File: src/rtl/sqrt_arb_pkg.sv
// sqrt_arb_pkg: shared FSM states, float constants and operand width for sqrt_rom_arbiter
package sqrt_arb_pkg;
  typedef enum logic [1:0] {IDLE, LOOKUP, RESP} state_e;
  localparam logic [31:0] FP_ZERO  = 32'h00000000;
  localparam logic [31:0] FP_ONE   = 32'h3F800000;
  localparam logic [31:0] FP_TWO   = 32'h40000000;
  localparam logic [31:0] FP_THREE = 32'h40400000;
  localparam int N_W = 4;
endpackage

File: src/rtl/sqrt_rr_pick.sv
// sqrt_rr_pick: combinational round-robin select, first set request at or after ptr with wrap
module sqrt_rr_pick #(
  parameter int NREQ = 4,
  parameter int IDW = $clog2(NREQ)
) (
  input  logic [NREQ-1:0] req_i,
  input  logic [IDW-1:0]  ptr_i,
  output logic [NREQ-1:0] gnt_o,
  output logic [IDW-1:0]  idx_o,
  output logic            any_o
);
  logic [IDW-1:0] j;
  // scan offsets from farthest to nearest so the nearest set bit from ptr wins
  always_comb begin
    idx_o = '0;
    any_o = 1'b0;
    j = '0;
    for (int k = NREQ - 1; k >= 0; k--) begin
      j = IDW'((int'(ptr_i) + k) % NREQ);
      if (req_i[j]) begin
        idx_o = j;
        any_o = 1'b1;
      end
    end
  end
  assign gnt_o = any_o ? NREQ'(1) << idx_o : '0;
endmodule

File: src/rtl/sqrt_rom_arbiter.sv
// sqrt_rom_arbiter: round-robin sharing of one sqrt ROM among NREQ requesters; SQRT_ARB_BYPASS_EN adds a one-entry result cache
module sqrt_rom_arbiter
  import sqrt_arb_pkg::*;
#(
  parameter int NREQ = 4,
  parameter int IDW = $clog2(NREQ)
) (
  input  logic                clk,
  input  logic                rst_n,
  input  logic [NREQ-1:0]     req_valid,
  input  logic [N_W*NREQ-1:0] req_n,
  output logic [NREQ-1:0]     req_ready,
  output logic [N_W-1:0]      rom_n,
  input  logic [31:0]         rom_data,
  output logic                resp_valid,
  input  logic                resp_ready,
  output logic [31:0]         resp_data,
  output logic [IDW-1:0]      resp_id
);
  state_e state_q, state_d;
  logic [IDW-1:0] ptr_q, ptr_d, id_q, id_d, g_idx;
  logic [N_W-1:0] n_q, n_d, g_n;
  logic [31:0] data_q, data_d;
  logic [NREQ-1:0] g_onehot;
  logic g_any, idle, accept;
`ifdef SQRT_ARB_BYPASS_EN
  logic c_vld_q, c_vld_d;
  logic [N_W-1:0] c_n_q, c_n_d;
  logic [31:0] c_data_q, c_data_d;
`endif

  sqrt_rr_pick #(.NREQ(NREQ), .IDW(IDW)) u_pick (
    .req_i (req_valid),
    .ptr_i (ptr_q),
    .gnt_o (g_onehot),
    .idx_o (g_idx),
    .any_o (g_any)
  );

  assign idle       = state_q == IDLE;
  assign req_ready  = (idle && rst_n && g_any) ? g_onehot : '0;
  assign accept     = |(req_ready & req_valid);
  assign rom_n      = n_q;
  assign resp_valid = state_q == RESP;
  assign resp_data  = data_q;
  assign resp_id    = id_q;

  // operand mux for the granted requester
  always_comb begin
    g_n = '0;
    for (int i = 0; i < NREQ; i++) if (g_onehot[i]) g_n = req_n[i*N_W +: N_W];
  end

  // next-state and datapath updates: accept in IDLE, capture ROM in LOOKUP, handshake in RESP
  always_comb begin
    state_d = state_q;
    ptr_d = ptr_q;
    id_d = id_q;
    n_d = n_q;
    data_d = data_q;
`ifdef SQRT_ARB_BYPASS_EN
    c_vld_d = c_vld_q;
    c_n_d = c_n_q;
    c_data_d = c_data_q;
`endif
    if (idle && accept) begin
      ptr_d = IDW'((int'(g_idx) + 1) % NREQ);
      id_d = g_idx;
      n_d = g_n;
      state_d = LOOKUP;
`ifdef SQRT_ARB_BYPASS_EN
      if (c_vld_q && c_n_q == g_n) begin
        state_d = RESP;
        data_d = c_data_q;
      end
`endif
    end else if (state_q == LOOKUP) begin
      state_d = RESP;
      data_d = rom_data;
`ifdef SQRT_ARB_BYPASS_EN
      c_vld_d = 1'b1;
      c_n_d = n_q;
      c_data_d = rom_data;
`endif
    end else if (state_q == RESP && resp_ready) begin
      state_d = IDLE;
    end
  end

  // state and datapath registers, cleared by synchronous active-low reset
  always_ff @(posedge clk) begin
    if (!rst_n) begin
      state_q <= IDLE;
      ptr_q <= '0;
      id_q <= '0;
      n_q <= '0;
      data_q <= FP_ZERO;
    end else begin
      state_q <= state_d;
      ptr_q <= ptr_d;
      id_q <= id_d;
      n_q <= n_d;
      data_q <= data_d;
    end
  end

`ifdef SQRT_ARB_BYPASS_EN
  // one-entry cache of the last ROM lookup; valid bit clears on reset
  always_ff @(posedge clk) begin
    if (!rst_n) begin
      c_vld_q <= 1'b0;
      c_n_q <= '0;
      c_data_q <= FP_ZERO;
    end else begin
      c_vld_q <= c_vld_d;
      c_n_q <= c_n_d;
      c_data_q <= c_data_d;
    end
  end
`endif
endmodule

File: config.mk
export PLATFORM = sky130hd
export DESIGN_NAME = sqrt_rom_arbiter
export DESIGN_NICKNAME = d
export VERILOG_FILES = /design/src/rtl/sqrt_arb_pkg.sv /design/src/rtl/sqrt_rr_pick.sv /design/src/rtl/sqrt_rom_arbiter.sv
export SDC_FILE = /design/constraint.sdc
export NUM_CORES = 1
export LEC_CHECK = 0
export CAP_MARGIN = 20
export CORE_ASPECT_RATIO = 2
export CORE_MARGIN = 10
export CORE_UTILIZATION = 37
export CTS_BUF_LIST = sky130_fd_sc_hd__clkbuf_4 sky130_fd_sc_hd__clkbuf_8
export CTS_CLUSTER_DIAMETER = 80
export DETAILED_ROUTE_END_ITERATION = 8
export PLACE_DENSITY = 0.78
export SYNTH_ARGS = -nofsm -noshare
export SYNTH_HDL_FRONTEND = slang
export SYNTH_HIERARCHICAL = 1
export SYNTH_SLANG_ARGS = --single-unit
File: constraint.sdc
create_clock -name clk -period 1.7 [get_ports clk]
set_clock_uncertainty 0.1 [all_clocks]
set_input_delay 0.17 -clock clk [delete_from_list [all_inputs] [get_ports clk]]
set_output_delay 0.17 -clock clk [all_outputs]
set_load 0.02 [all_outputs]
==> results.sh, run 1 <==
export IMPL_outcome="complete, but fails checks"
export IMPL_violations="setup timing"
export IMPL_num_antenna_cells=0
export IMPL_timing_rr_end="rom_n[0]$_SDFFE_PN0P_"
export IMPL_startpoint="ptr_q[1]$_SDFFE_PN0P_"
export IMPL_timing_rr_start="ptr_q[1]$_SDFFE_PN0P_"
export IMPL_crit_path_end_kind="flip-flop"
export IMPL_min_period_over_period_pct=105
export IMPL_worst_pin_slew_ps=318
export IMPL_slowest_delay_ps=370
export IMPL_cts_buffers=5
export IMPL_grt_pass1_vias=2095
export IMPL_drive_above_1_share_pct=19.4
export IMPL_die_x_um=70.8
export IMPL_cpLargestDelayFamily="compound AO/OA/AOI/OAI gates"
export IMPL_r2r_cells=6
export IMPL_ant_nets=0
export IMPL_hpwl_mm=5.27
export IMPL_hold_path_class="in -> reg"
export IMPL_cts_root_buf="clkbuf_8"
export IMPL_wl_per_cell_um=16.1
export IMPL_fillers=410
export IMPL_ys_flop_type="dfxtp_1"
export IMPL_cp_required_ps=1820
export IMPL_synth_edff_count=0
export IMPL_port_buffer_count=97
export IMPL_wl_met2_mm=3.78
export IMPL_placed_cell_area_um2=3180
export IMPL_synth_warnings=6
export IMPL_viasPerCell=5.01
export IMPL_die_area_um2=8620
export IMPL_design_area_um2=3340
export IMPL_area_growth_pct=74.8
export IMPL_synth_seq_cells=42
export IMPL_antenna_found_initial=0
export IMPL_ioPinCount=98
export IMPL_slowest_stage="dfxtp_4"
export IMPL_initial_core_util_pct=37.6
export IMPL_syn_instance_count=240
export IMPL_dr_pass1_iters=4
export IMPL_max_freq_ghz=0.562
export IMPL_syn_nets=295
export IMPL_slew_headroom_pct=78.8
export IMPL_finalHoldViolations=0
export IMPL_maxUsedRoutingLayer="met4"
export IMPL_wl_mm=6.76
export IMPL_routabilityCongestion=0.947
export IMPL_rrSetupSlack_ps=-80
export IMPL_overflow=0
export IMPL_drt_first_iter_violations=73
export IMPL_wl_met3_um=448
export IMPL_crit_path_frequent_cell="buf_4"
export IMPL_synthDistinctLibCells=33
export IMPL_num_rows=37
export IMPL_max_vdd_ir_drop_v=0.000822
export IMPL_die_h_um=122
export IMPL_drc=0
export IMPL_post_route_min_period_ps=1780
export IMPL_cts_tree="yes"
export IMPL_leakage_nw=1.28
export IMPL_nets=415
export IMPL_htreeDepth=2
export IMPL_core_area_um2=5090
export IMPL_drv_cap=0
export IMPL_ys_seq_area_share_pct=44.0
export IMPL_cp_depth=6
export IMPL_syn_area_um2=1910
export IMPL_rsz0062_at_grt="true"
export IMPL_power_density_nw_per_um2=869
export IMPL_num_vias=2100
export IMPL_post_place_ws_ps=-560
export IMPL_final_cell_mix="clkdlybuf4s50_1 (88), nand2_1 (72), dfxtp_1 (40)"
export IMPL_clockBufferDepth=2
export IMPL_clk_latency_ps=300
export IMPL_crit_path_end="rom_n[0]$_SDFFE_PN0P_"
export IMPL_cp_start_kind="flip-flop"
export IMPL_clk_pin_slew_worst_paths_ps=80
export IMPL_grt_pass1_wl_mm=10.9
export IMPL_final_util_pct=65.7
export IMPL_multi_input_area_um2=1000
export IMPL_cts_sinks=42
export IMPL_finalMaxSlewViolations=0
export IMPL_setup_viol=8
export IMPL_worstPathArrival_ps=1900
export IMPL_crit_type="reg -> reg"
export IMPL_grt_max_degree=33
export IMPL_wl_met1_mm=2.35
export IMPL_critPathBufInv=3
export IMPL_synth_avg_cell_area_um2=7.97
export IMPL_final_common_cell="clkdlybuf4s50_1"
export IMPL_finalWorstSetupSlack_ps=-80.4
export IMPL_worstPathCellList="buf_4, o221a_1, buf_4, buf_4, a221o_1, a221oi_2"
export IMPL_grt_usage_pct=15.4
export IMPL_regArea_um2=848
export IMPL_cts_hold_buf=0
export IMPL_path_max_fanout=8
export IMPL_synth_async_reset_ratio_pct=0
final cells by class:
class | instances | share of cell area [%]
multi-input cells | 168 | 29.9
clock inverters | 2 | 0.374
well taps | 58 | 2.17
repair buffers | 130 | 38.1
inverters | 13 | 1.53
flip-flops and latches | 42 | 25.4
clock buffers | 6 | 2.47
logic make-up (layout without fill, tap and decap cells):
family          Yosys count  after routing  synth area share, %
compound gates           65             65                 23.0
xor+xnor                  1              1                0.458
mux                       4              4                 2.09
simple gates             98             98                 23.0
flops                    42             42                 44.0
buf+inv                  30            151                 7.45
timing repair:
item	in CTS	in global routing
gates resized for setup	34	10
setup buffers	2	0
setup endpoints to repair	13	13
pin swaps	10	7
power breakdown:
part | internal (mW) | switching, mW
sequential | 1.07 | 0.0639
clock | 0.326 | 0.351
combinational | 0.590 | 0.503
worst reg2reg max path, stage by stage (launching register included):
cell and delay, ps:
dfxtp_4 370, buf_4 150, o221a_1 300, buf_4 150, buf_4 150, a221o_1 280, a221oi_2 210
cell usage after synthesis (all sizes together), types with 2 or more instances:
library cell	n	area (µm²)
nor2	6	22.5
a22oi	2	15.0
nor2b	4	25.0
nand3b	4	30.0
mux2i	4	40.0
a221oi	9	110
dfxtp	42	841
a221o	4	40.0
nand2b	3	18.8
buf	10	66.3
clkbuf	7	27.5
a21o	2	15.0
and2	4	25.0
inv	13	48.8
nor3	3	15.0
a21oi	41	205
nand2	72	270
worst min path at each step:
stage	from	to	cells past startpoint	slack, ps
finish	rom_data[16]	resp_data[16]$_SDFFE_PN0P_	3	310
global route	rom_data[16]	resp_data[16]$_SDFFE_PN0P_	3	310
CTS	rom_data[16]	resp_data[16]$_SDFFE_PN0P_	3	300
detailed placement	resp_data[23]$_SDFFE_PN0P_	resp_data[23]$_SDFFE_PN0P_	2	350
global placement	resp_data[22]$_SDFFE_PN0P_	resp_data[22]$_SDFFE_PN0P_	2	340
floorplan	rom_data[0]	resp_data[0]$_SDFFE_PN0P_	2	210
registers in the layout (all words and copies together) (netlist names):
register and cells:
ptr_q 2, rom_n 4, resp_id 2, state_q 2, resp_data 32
metrics by stage:
step	power (mW)	cells	hold slack [ps]	setup TNS, ps
2_1_floorplan	1.69	240	206	-22.8
3_3_place_gp	2.17	409	341	-5520
3_5_place_dp	2.20	409	346	-6030
4_1_cts	2.91	419	297	-612
5_1_grt	3.06	419	305	-1290
6_report	2.91	419	308	-443
routing by layer:
metal	track usage, %	vias to the layer above
met5	0	-
met4	6.93	0
met3	4.96	11
met2	28.2	71
met1	15.3	973
li1	-	1045
No activity file was read; power rests on OpenSTA's default activity.
==> run 2: changes to the inputs <==
- CAP_MARGIN: 20 -> 0
- PLACE_DENSITY: 0.78 -> 0.79
- SYNTH_HIERARCHICAL: 1 -> unset
- clock period: 1.7 -> 1.6 ns (I/O delays scaled with it)
==> results.sh, run 2 <==
export IMPL_drive_above_1_share_pct=21.7
export IMPL_cts_buffers=5
export IMPL_drc=0
export IMPL_hold_slack_ps=306
export IMPL_synth_area_leader_cell="dfxtp_1"
export IMPL_min_period_over_period_pct=134
export IMPL_synth_top_area_share_pct=44.2
export IMPL_syn_instance_count=230
export IMPL_path_max_fanout=5
export IMPL_grt_max_degree=43
export IMPL_die_x_um=70.7
export IMPL_finalWorstSetupSlack_ps=-549
export IMPL_leakage_nw=1.25
export IMPL_slowest_stage="dfxtp_4"
export IMPL_area_growth_pct=72.4
export IMPL_fillers=404
export IMPL_syn_nets=289
export IMPL_worstPathArrival_ps=2240
export IMPL_crit_type="reg -> reg"
export IMPL_worstPathCellList="mux2i_2, o22ai_2, or2_4, buf_6, ha_4, a22oi_2, a21o_1, nor3_2, a31o_1"
export IMPL_core_area_um2=4910
export IMPL_num_vias=1932
export IMPL_synthTopCellsByArea="dfxtp_1 (44%), nand2_1 (14%), a21boi_1 (13%)"
export IMPL_largest_register_ff_count=32
export IMPL_hold_path_class="in -> reg"
export IMPL_yosysMostFrequentCell="nand2_1"
export IMPL_synth_avg_cell_area_um2=8.27
export IMPL_drv_cap=0
export IMPL_final_cell_mix="clkdlybuf4s50_1 (90), nand2_1 (71), dfxtp_1 (40)"
export IMPL_grt_pass1_wl_mm=9.80
export IMPL_wl_mm=6.02
export IMPL_clockBufferDepth=2
export IMPL_port_buffer_count=97
export IMPL_max_freq_ghz=0.465
export IMPL_grt_usage_pct=13.8
export IMPL_antenna_found_initial=0
export IMPL_cts_root_buf="clkbuf_8"
export IMPL_grt_pass1_vias=2031
export IMPL_clk_latency_ps=290
export IMPL_crit_path_end_kind="flip-flop"
export IMPL_post_route_min_period_ps=2150
export IMPL_setup_viol=13
export IMPL_slew_headroom_pct=74.9
export IMPL_viasPerCell=4.81
export IMPL_drt_first_iter_violations=69
export IMPL_cp_start_kind="flip-flop"
export IMPL_nets=403
export IMPL_syn_area_um2=1900
export IMPL_ys_flop_type="dfxtp_1"
export IMPL_synth_seq_cells=42
export IMPL_outcome="complete, but fails checks"
export IMPL_ant_nets=0
export IMPL_rsz0062_at_grt="true"
export IMPL_clk_pin_slew_worst_paths_ps=80
export IMPL_htreeDepth=2
export IMPL_hpwl_mm=4.77
export IMPL_wl_per_cell_um=15.0
export IMPL_worst_pin_slew_ps=376
export IMPL_routabilityCongestion=0.698
export IMPL_violations="setup timing"
export IMPL_synth_warnings=0
export IMPL_synth_common_cells="nand2_1 (71), dfxtp_1 (42), a21boi_1 (34), a21oi_1 (10)"
export IMPL_cts_sinks=42
export IMPL_finalMaxSlewViolations=0
export IMPL_num_antenna_cells=0
export IMPL_finalPower_mw=2.77
export IMPL_synth_edff_count=0
export IMPL_cp_required_ps=1690
export IMPL_final_common_cell="clkdlybuf4s50_1"
export IMPL_initial_core_util_pct=38.8
export IMPL_max_vdd_ir_drop_v=0.000732
export IMPL_dr_pass1_iters=4
export IMPL_power_density_nw_per_um2=845
export IMPL_die_h_um=121
export IMPL_synth_async_reset_ratio_pct=0
export IMPL_num_rows=36
export IMPL_overflow=0
export IMPL_slowest_delay_ps=390
export IMPL_ys_seq_area_share_pct=44.2
export IMPL_finalHoldViolations=0
export IMPL_die_area_um2=8590
export IMPL_cts_tree="yes"
export IMPL_setup_tns_ps=-6170
export IMPL_ioPinCount=98
export IMPL_synthDistinctLibCells=33
[run 2: changes by cell type in the layout (fill, tap and decap cells not counted), moves of 7 or more]
cell      previous run  this run
a21boi_1             0        32
a21oi_1             38         9
a221oi_2             7         0
inv_1               12         5
[run 2: cell families after synthesis]
| group | Yosys count | synth area share [%] |
|---|---|---|
| AND/OR/NAND/NOR | 87 | 19.5 |
| AO/OA/AOI/OAI | 73 | 27.0 |
| flip-flops | 42 | 44.2 |
| buffers and inverters | 23 | 6.11 |
| adder cells (fa/ha/maj) | 4 | 2.63 |
| multiplexers | 1 | 0.526 |
[run 2: layout make-up]
cell class / instances / area, µm² / area share, %
Clock buffer: 7 / 90.1 / 2.75
Tap cell: 57 / 71.3 / 2.17
Clock inverter: 1 / 5.00 / 0.153
Inverter: 7 / 26.3 / 0.801
Multi-Input combinational cell: 165 / 1070 / 32.5
Timing Repair Buffer: 123 / 1180 / 35.9
Sequential cell: 42 / 846 / 25.8
[run 2: path summary, 6_finish.rpt]
check	startpoint	to	slack [ps]	cells after the start
worst max register to register	ptr_q[1]$_SDFFE_PN0P_	resp_id[0]$_SDFFE_PN0P_	-550	9
worst min register to register	resp_data[23]$_SDFFE_PN0P_	resp_data[23]$_SDFFE_PN0P_	350	2
worst max-delay path	ptr_q[1]$_SDFFE_PN0P_	resp_id[0]$_SDFFE_PN0P_	-550	9
worst min-delay path	rom_data[2]	resp_data[2]$_SDFFE_PN0P_	310	3
[run 2: routing by layer]
layer	global-route usage, %	vias up	wire [µm]
li1	-	991	-
met1	11.7	870	1990
met2	26.2	67	3320
met3	7.53	4	649
met4	4.01	0	63
met5	0	-	0
[run 2: power by group]
part,switching (mW),internal [mW],total (mW)
Combinational,0.422,0.480,0.902
Clock,0.344,0.365,0.709
Sequential,0.0434,1.12,1.16
[run 2: repair_timing]
action / in CTS / in global routing
endpoints found under the setup margin: 14 / 14
hold buffers: 0 / 0
pin swaps: 7 / 10
gates resized for setup: 46 / 6
setup buffers: 1 / 0
[run 2: worst max-delay path: cells and delay by family (launching register included)]
| kind | cells | cell delay [ps] |
|---|---|---|
| flops | 1 | 390 |
| buf+inv | 1 | 120 |
| mux | 1 | 220 |
| simple gates | 2 | 310 |
| fa+ha+maj | 1 | 160 |
| compound gates | 4 | 750 |
[run 2: per-stage QoR]
stage                     std cells  util, %  setup slack [ps]  instance area (µm²)
after detailed placement        393     62.8              -941                 3090
after CTS                       402     66.3              -544                 3260
after global placement          393     62.8              -880                 3090
final                           402     66.8              -549                 3280
after floorplan                 230        -              -520                 1980
after global routing            402     66.8              -671                 3280
==> patch 1, RTL diff (settings of run 1) <==
`n_q` no longer has a reset.
--- a/src/rtl/sqrt_rom_arbiter.sv
+++ b/src/rtl/sqrt_rom_arbiter.sv
@@ -93,15 +93,17 @@
       state_q <= IDLE;
       ptr_q <= '0;
       id_q <= '0;
-      n_q <= '0;
       data_q <= FP_ZERO;
     end else begin
       state_q <= state_d;
       ptr_q <= ptr_d;
       id_q <= id_d;
-      n_q <= n_d;
       data_q <= data_d;
     end
+  end
+
+  always_ff @(posedge clk) begin
+    n_q <= n_d;
   end
 
 `ifdef SQRT_ARB_BYPASS_EN
Formal check against the unedited RTL: differs if rst_n is asserted again (counterexample within 4 cycles, from zero or initial values and one cycle with rst_n low); with rst_n held inactive, the same outputs for 10 cycles.
==> patch 1 against run 1 <==
  * The flow still finishes with violations (negative setup slack)
  * Critical path type unchanged
  * Clock power is 2% lower
  * Design area is 2.5% lower
  * Area after synthesis is 2.3% higher
  * Worst setup slack worse by 0.033 ns
  * Routed wire length is 4.7% lower
  * Critical endpoint is now rom_n[3]
  * Power is 3.0% lower
  * Sequential cell count stayed put
==> patch 1: results (changes against run 1) <==
Status: complete, but fails checks
Failing checks: negative setup slack
Final hold viol count: 0 (unchanged)
Met3 GRT Util: 2.989% (-2.0 points)
Met3 wire length: 261 um (-42%)
Hold_sp: rom_data[28]
Via density per instance: 4.902 (-2.2%)
Seq/Total Area, Yosys: 45.01% (+1.1 points)
Global-route wire length before repair: 9922 um (-8.8%)
Syn_nets: 281 (-4.7%)
Drt pass-1 iters: 4 (unchanged)
Drt total wl: 6444 um (-4.7%)
Post-synth EDFFs: 4 (+4)
RD Place Congestion: 0.8479 (-10%)
Clk_lat worst skew: 0.28 ns (-0.02 ns)
Endpoints failing setup: 14 (+6)
Critical Path Fanout Max: 7 (-1)
Nets: 392 (-5.5%)
Hold worst-path end: resp_data[28]
IR drop worst, VDD: 0.7471 mV (-9.1%)
GR Util met2: 27.05% (-1.1 points)
CP top delay family: compound AO/OA/AOI/OAI gates
Post-layout worst setup margin: -0.1138 ns (-0.03341 ns)
Largest cells by area after synthesis: dfxtp_1 (39%), nand2_1 (14%), a21boi_0 (10%)
Pin count of the biggest net entering global routing: 39 (+18%)
Share of layout cells above drive strength 1: 18.05% (-1.3 points)
R2r endpoint: rom_n[3]
WL met1: 2100 um (-11%)
GRT Overall Usage: 13.98% (-1.5 points)
Least-Margin Pin Slew: 0.3545 ns (+0.03689 ns)
Hold slack: 0.3280 ns (+0.01955 ns)
Met1 usage: 12.56% (-2.8 points)
Worst R2R Path Depth: 7 (+1)
Clock Power Share: 23.7% (+0.4 points)
Post-DP HPWL: 5026 um (-4.6%)
Commonest cells post-synth: nand2_1 (75), dfxtp_1 (38), a21boi_0 (26)
Count of cell types in the netlist: 40 (+21%)
P_int: 1.965 mW (-1.1%)
Leakage: 1.214 nW (-5.2%)
P_comb: 0.988 mW (-9%)
Vias in the first global route: 2018 (-3.7%)
Setup WS pre-CTS: -0.6391 ns (-0.07948 ns)
Worst path arrival time: 1.76 ns (-0.14 ns)
patch 1: area by class of cell:
class                      count  area [um2]
sequential                    42       888.4
inverter                       3       16.27
fill                         452        1879
tap                           58       72.57
multi-input combinational    166        1032
timing repair buffer         119        1155
clock inverter                 1       5.005
clock buffer                   7       90.09
patch 1: stage by stage:
step           instances  cell area (um2)  total power [mW]  setup TNS (ns)
4_1_cts              395             3198             2.797         -0.8752
6_report             396             3259             2.817         -0.9399
2_1_floorplan        226             1976             1.665        -0.05769
3_3_place_gp         384             3062             2.063          -9.272
3_5_place_dp         384             3062             2.083          -10.12
5_1_grt              396             3259             2.975          -2.018
patch 1: worst max-delay path by stage:
stage                 start      endpoint  slack (ns)  cells after the start
2_1_floorplan      ptr_q[1]      rom_n[0]       -0.01                      7
3_3_place_gp   req_valid[2]  req_ready[0]       -0.60                      6
3_5_place_dp   req_valid[2]      rom_n[1]       -0.64                      7
4_1_cts            ptr_q[0]      rom_n[0]       -0.10                      6
5_1_grt            ptr_q[0]    resp_id[1]       -0.18                      7
6_report           ptr_q[1]      rom_n[3]       -0.11                      7
patch 1: timing repair:
item,4_1_cts,5_1_grt
cloned,0,0
resized for setup,35,16
buffers inserted,3,1
endpoints found under the setup margin,18,17
pin swaps,12,15
patch 1: cell families (layout without fill, tap and decap cells):
group	count (synthesis)	in the layout	synth area share, %
multiplexers	2	2	1.023
buffers and inverters	18	130	6.201
AO/OA/AOI/OAI	63	63	25.32
flip-flops	42	42	45.01
XOR/XNOR	1	1	0.4477
AND/OR/NAND/NOR	100	100	21.99
patch 1: tightest hold or removal path, stage by stage:
cell and delay [ns]:
clkdlybuf4s50_1 0.40, nand2_1 0.06, a21boi_1 0.05
==> patch 2, RTL diff (settings of run 1) <==
Made on the original files. `NREQ` is set to 4 in 2 places; all go to 8.
--- a/src/rtl/sqrt_rr_pick.sv
+++ b/src/rtl/sqrt_rr_pick.sv
@@ -1,6 +1,6 @@
 // sqrt_rr_pick: combinational round-robin select, first set request at or after ptr with wrap
 module sqrt_rr_pick #(
-  parameter int NREQ = 4,
+  parameter int NREQ = 8,
   parameter int IDW = $clog2(NREQ)
 ) (
   input  logic [NREQ-1:0] req_i,
--- a/src/rtl/sqrt_rom_arbiter.sv
+++ b/src/rtl/sqrt_rom_arbiter.sv
@@ -2,7 +2,7 @@
 module sqrt_rom_arbiter
   import sqrt_arb_pkg::*;
 #(
-  parameter int NREQ = 4,
+  parameter int NREQ = 8,
   parameter int IDW = $clog2(NREQ)
 ) (
   input  logic                clk,
Interface: changed (resized req_n, req_ready, req_valid and resp_id); port bits go from 98 to 123. The function was not compared with the original's and may differ.
==> patch 2 against run 1 <==
  * The run still ends with negative setup slack left
  * Sequential cell count grew 2
  * Worst setup slack lost 2.1 ns
  * Routed wire length rose by 95%
  * First-iteration DRC count grew 77%
  * Power rose to 3.9 times the old value
  * Area after synthesis increased by 67%
  * Design area grew 70%
  * Maximum frequency fell by 54%
  * Critical endpoint is now rom_n[3]
  * Largest cell class is now multi-input combinational cells
==> patch 2: results (changes against run 1) <==
Count of cell types in the netlist: 64 (+94%)
Drt total wl: 13170 um (+95%)
Critical Path Fanout Max: 5 (-3)
DR iter-0 viols: 129 (+77%)
Layout Cells excl Fill: 692 (+65%)
Vias in the first global route: 3773 (+80%)
Setup WS pre-CTS: -2.307 ns (-1.747 ns)
Global-route wire length before repair: 19160 um (+76%)
CP max stage cell: a21boi_0
RD Place Congestion: 1.058 (+12%)
Status: complete, but fails checks
Avg Inst Size Synth: 8.382 um2 (+5.2%)
Relative slew slack: 57.60% (-21 points)
IR drop worst, VDD: 1.994 mV (+140%)
Failing checks: negative setup slack
Post-cts sizing count: 90 (+160%)
Pin count of the biggest net entering global routing: 45 (+36%)
CP peak stage delay: 0.53 ns (+0.16 ns)
Nets: 669 (+61%)
Port Buffers: 122 (+26%)
Share of layout cells above drive strength 1: 33.78% (+14 points)
Via density per instance: 5.383 (+7.4%)
GRT Overall Usage: 18.25% (+2.8 points)
Largest cells by area after synthesis: dfxtp_1 (28%), nand2_1 (9.4%), a21boi_0 (7.7%)
Placed Cells: 657 (+61%)
Endpoints failing setup: 19 (+11)
Commonest cells post-synth: nand2_1 (80), dfxtp_1 (44), a21boi_0 (33)
Post-DP HPWL: 9703 um (+84%)
Placed Area: 5031 um2 (+58%)
Setup TNS: -39.38 ns (-38.94 ns)
Post-layout worst setup margin: -2.181 ns (-2.101 ns)
patch 2: changes by cell type after synthesis, sizes merged, moves of 5 or more:
cell / before / now
mux2: 0 / 13
clkbuf: 7 / 18
and3: 1 / 6
mux4: 0 / 7
a21boi: 0 / 33
a21oi: 41 / 18
and2: 4 / 9
mux2i: 4 / 13
o31ai: 0 / 5
o21ai: 1 / 19
a31oi: 0 / 5
a221oi: 9 / 4
nand2: 72 / 80
nor2b: 4 / 10
patch 2: cells by family (layout without fill, tap and decap cells):
group	after synthesis	count (layout)	synth area share (%)
muxes	33	33	14.26
AOI/OAI and AO/OA	112	113	25.56
xor gates and xnor gates	5	5	1.368
buffers and inverters	43	252	8.479
and+or+nand+nor	142	142	21.65
adders and majority gates	3	3	1.172
DFF	44	44	27.51
patch 2: layer usage:
layer	vias to the layer above	GRT usage, %	part of all wire (%)
li1	1779	-	-
met1	1750	17.12	33
met2	147	35.73	56
met3	49	2.998	5.0
met4	0	10.02	6.3
met5	-	0	0
patch 2: layout make-up:
cell class	count	area (um2)	area share [%]
inverters	17	67.56	1.187
flip-flops and latches	44	885.9	15.57
clock buffers	6	82.58	1.451
multi-input cells	296	2400	42.17
repair buffers	227	2091	36.74
clock inverters	2	38.79	0.6816
well taps	100	125.1	2.199
patch 2: path summary, 6_finish.rpt:
path | start | to | slack (ns) | depth (start not counted)
worst min register to register | resp_data[31] | resp_data[31] | 0.36 | 2
worst max register to register | ptr_q[0] | rom_n[3] | -2.18 | 14
worst max-delay path | ptr_q[0] | rom_n[3] | -2.18 | 14
worst min-delay path | rom_data[1] | resp_data[1] | 0.32 | 3
patch 2: power breakdown:
group	switching, mW	internal [mW]	total, mW
Sequential	0.169	1.33	1.50
Combinational	4.46	4.63	9.10
Clock	0.351	0.480	0.831
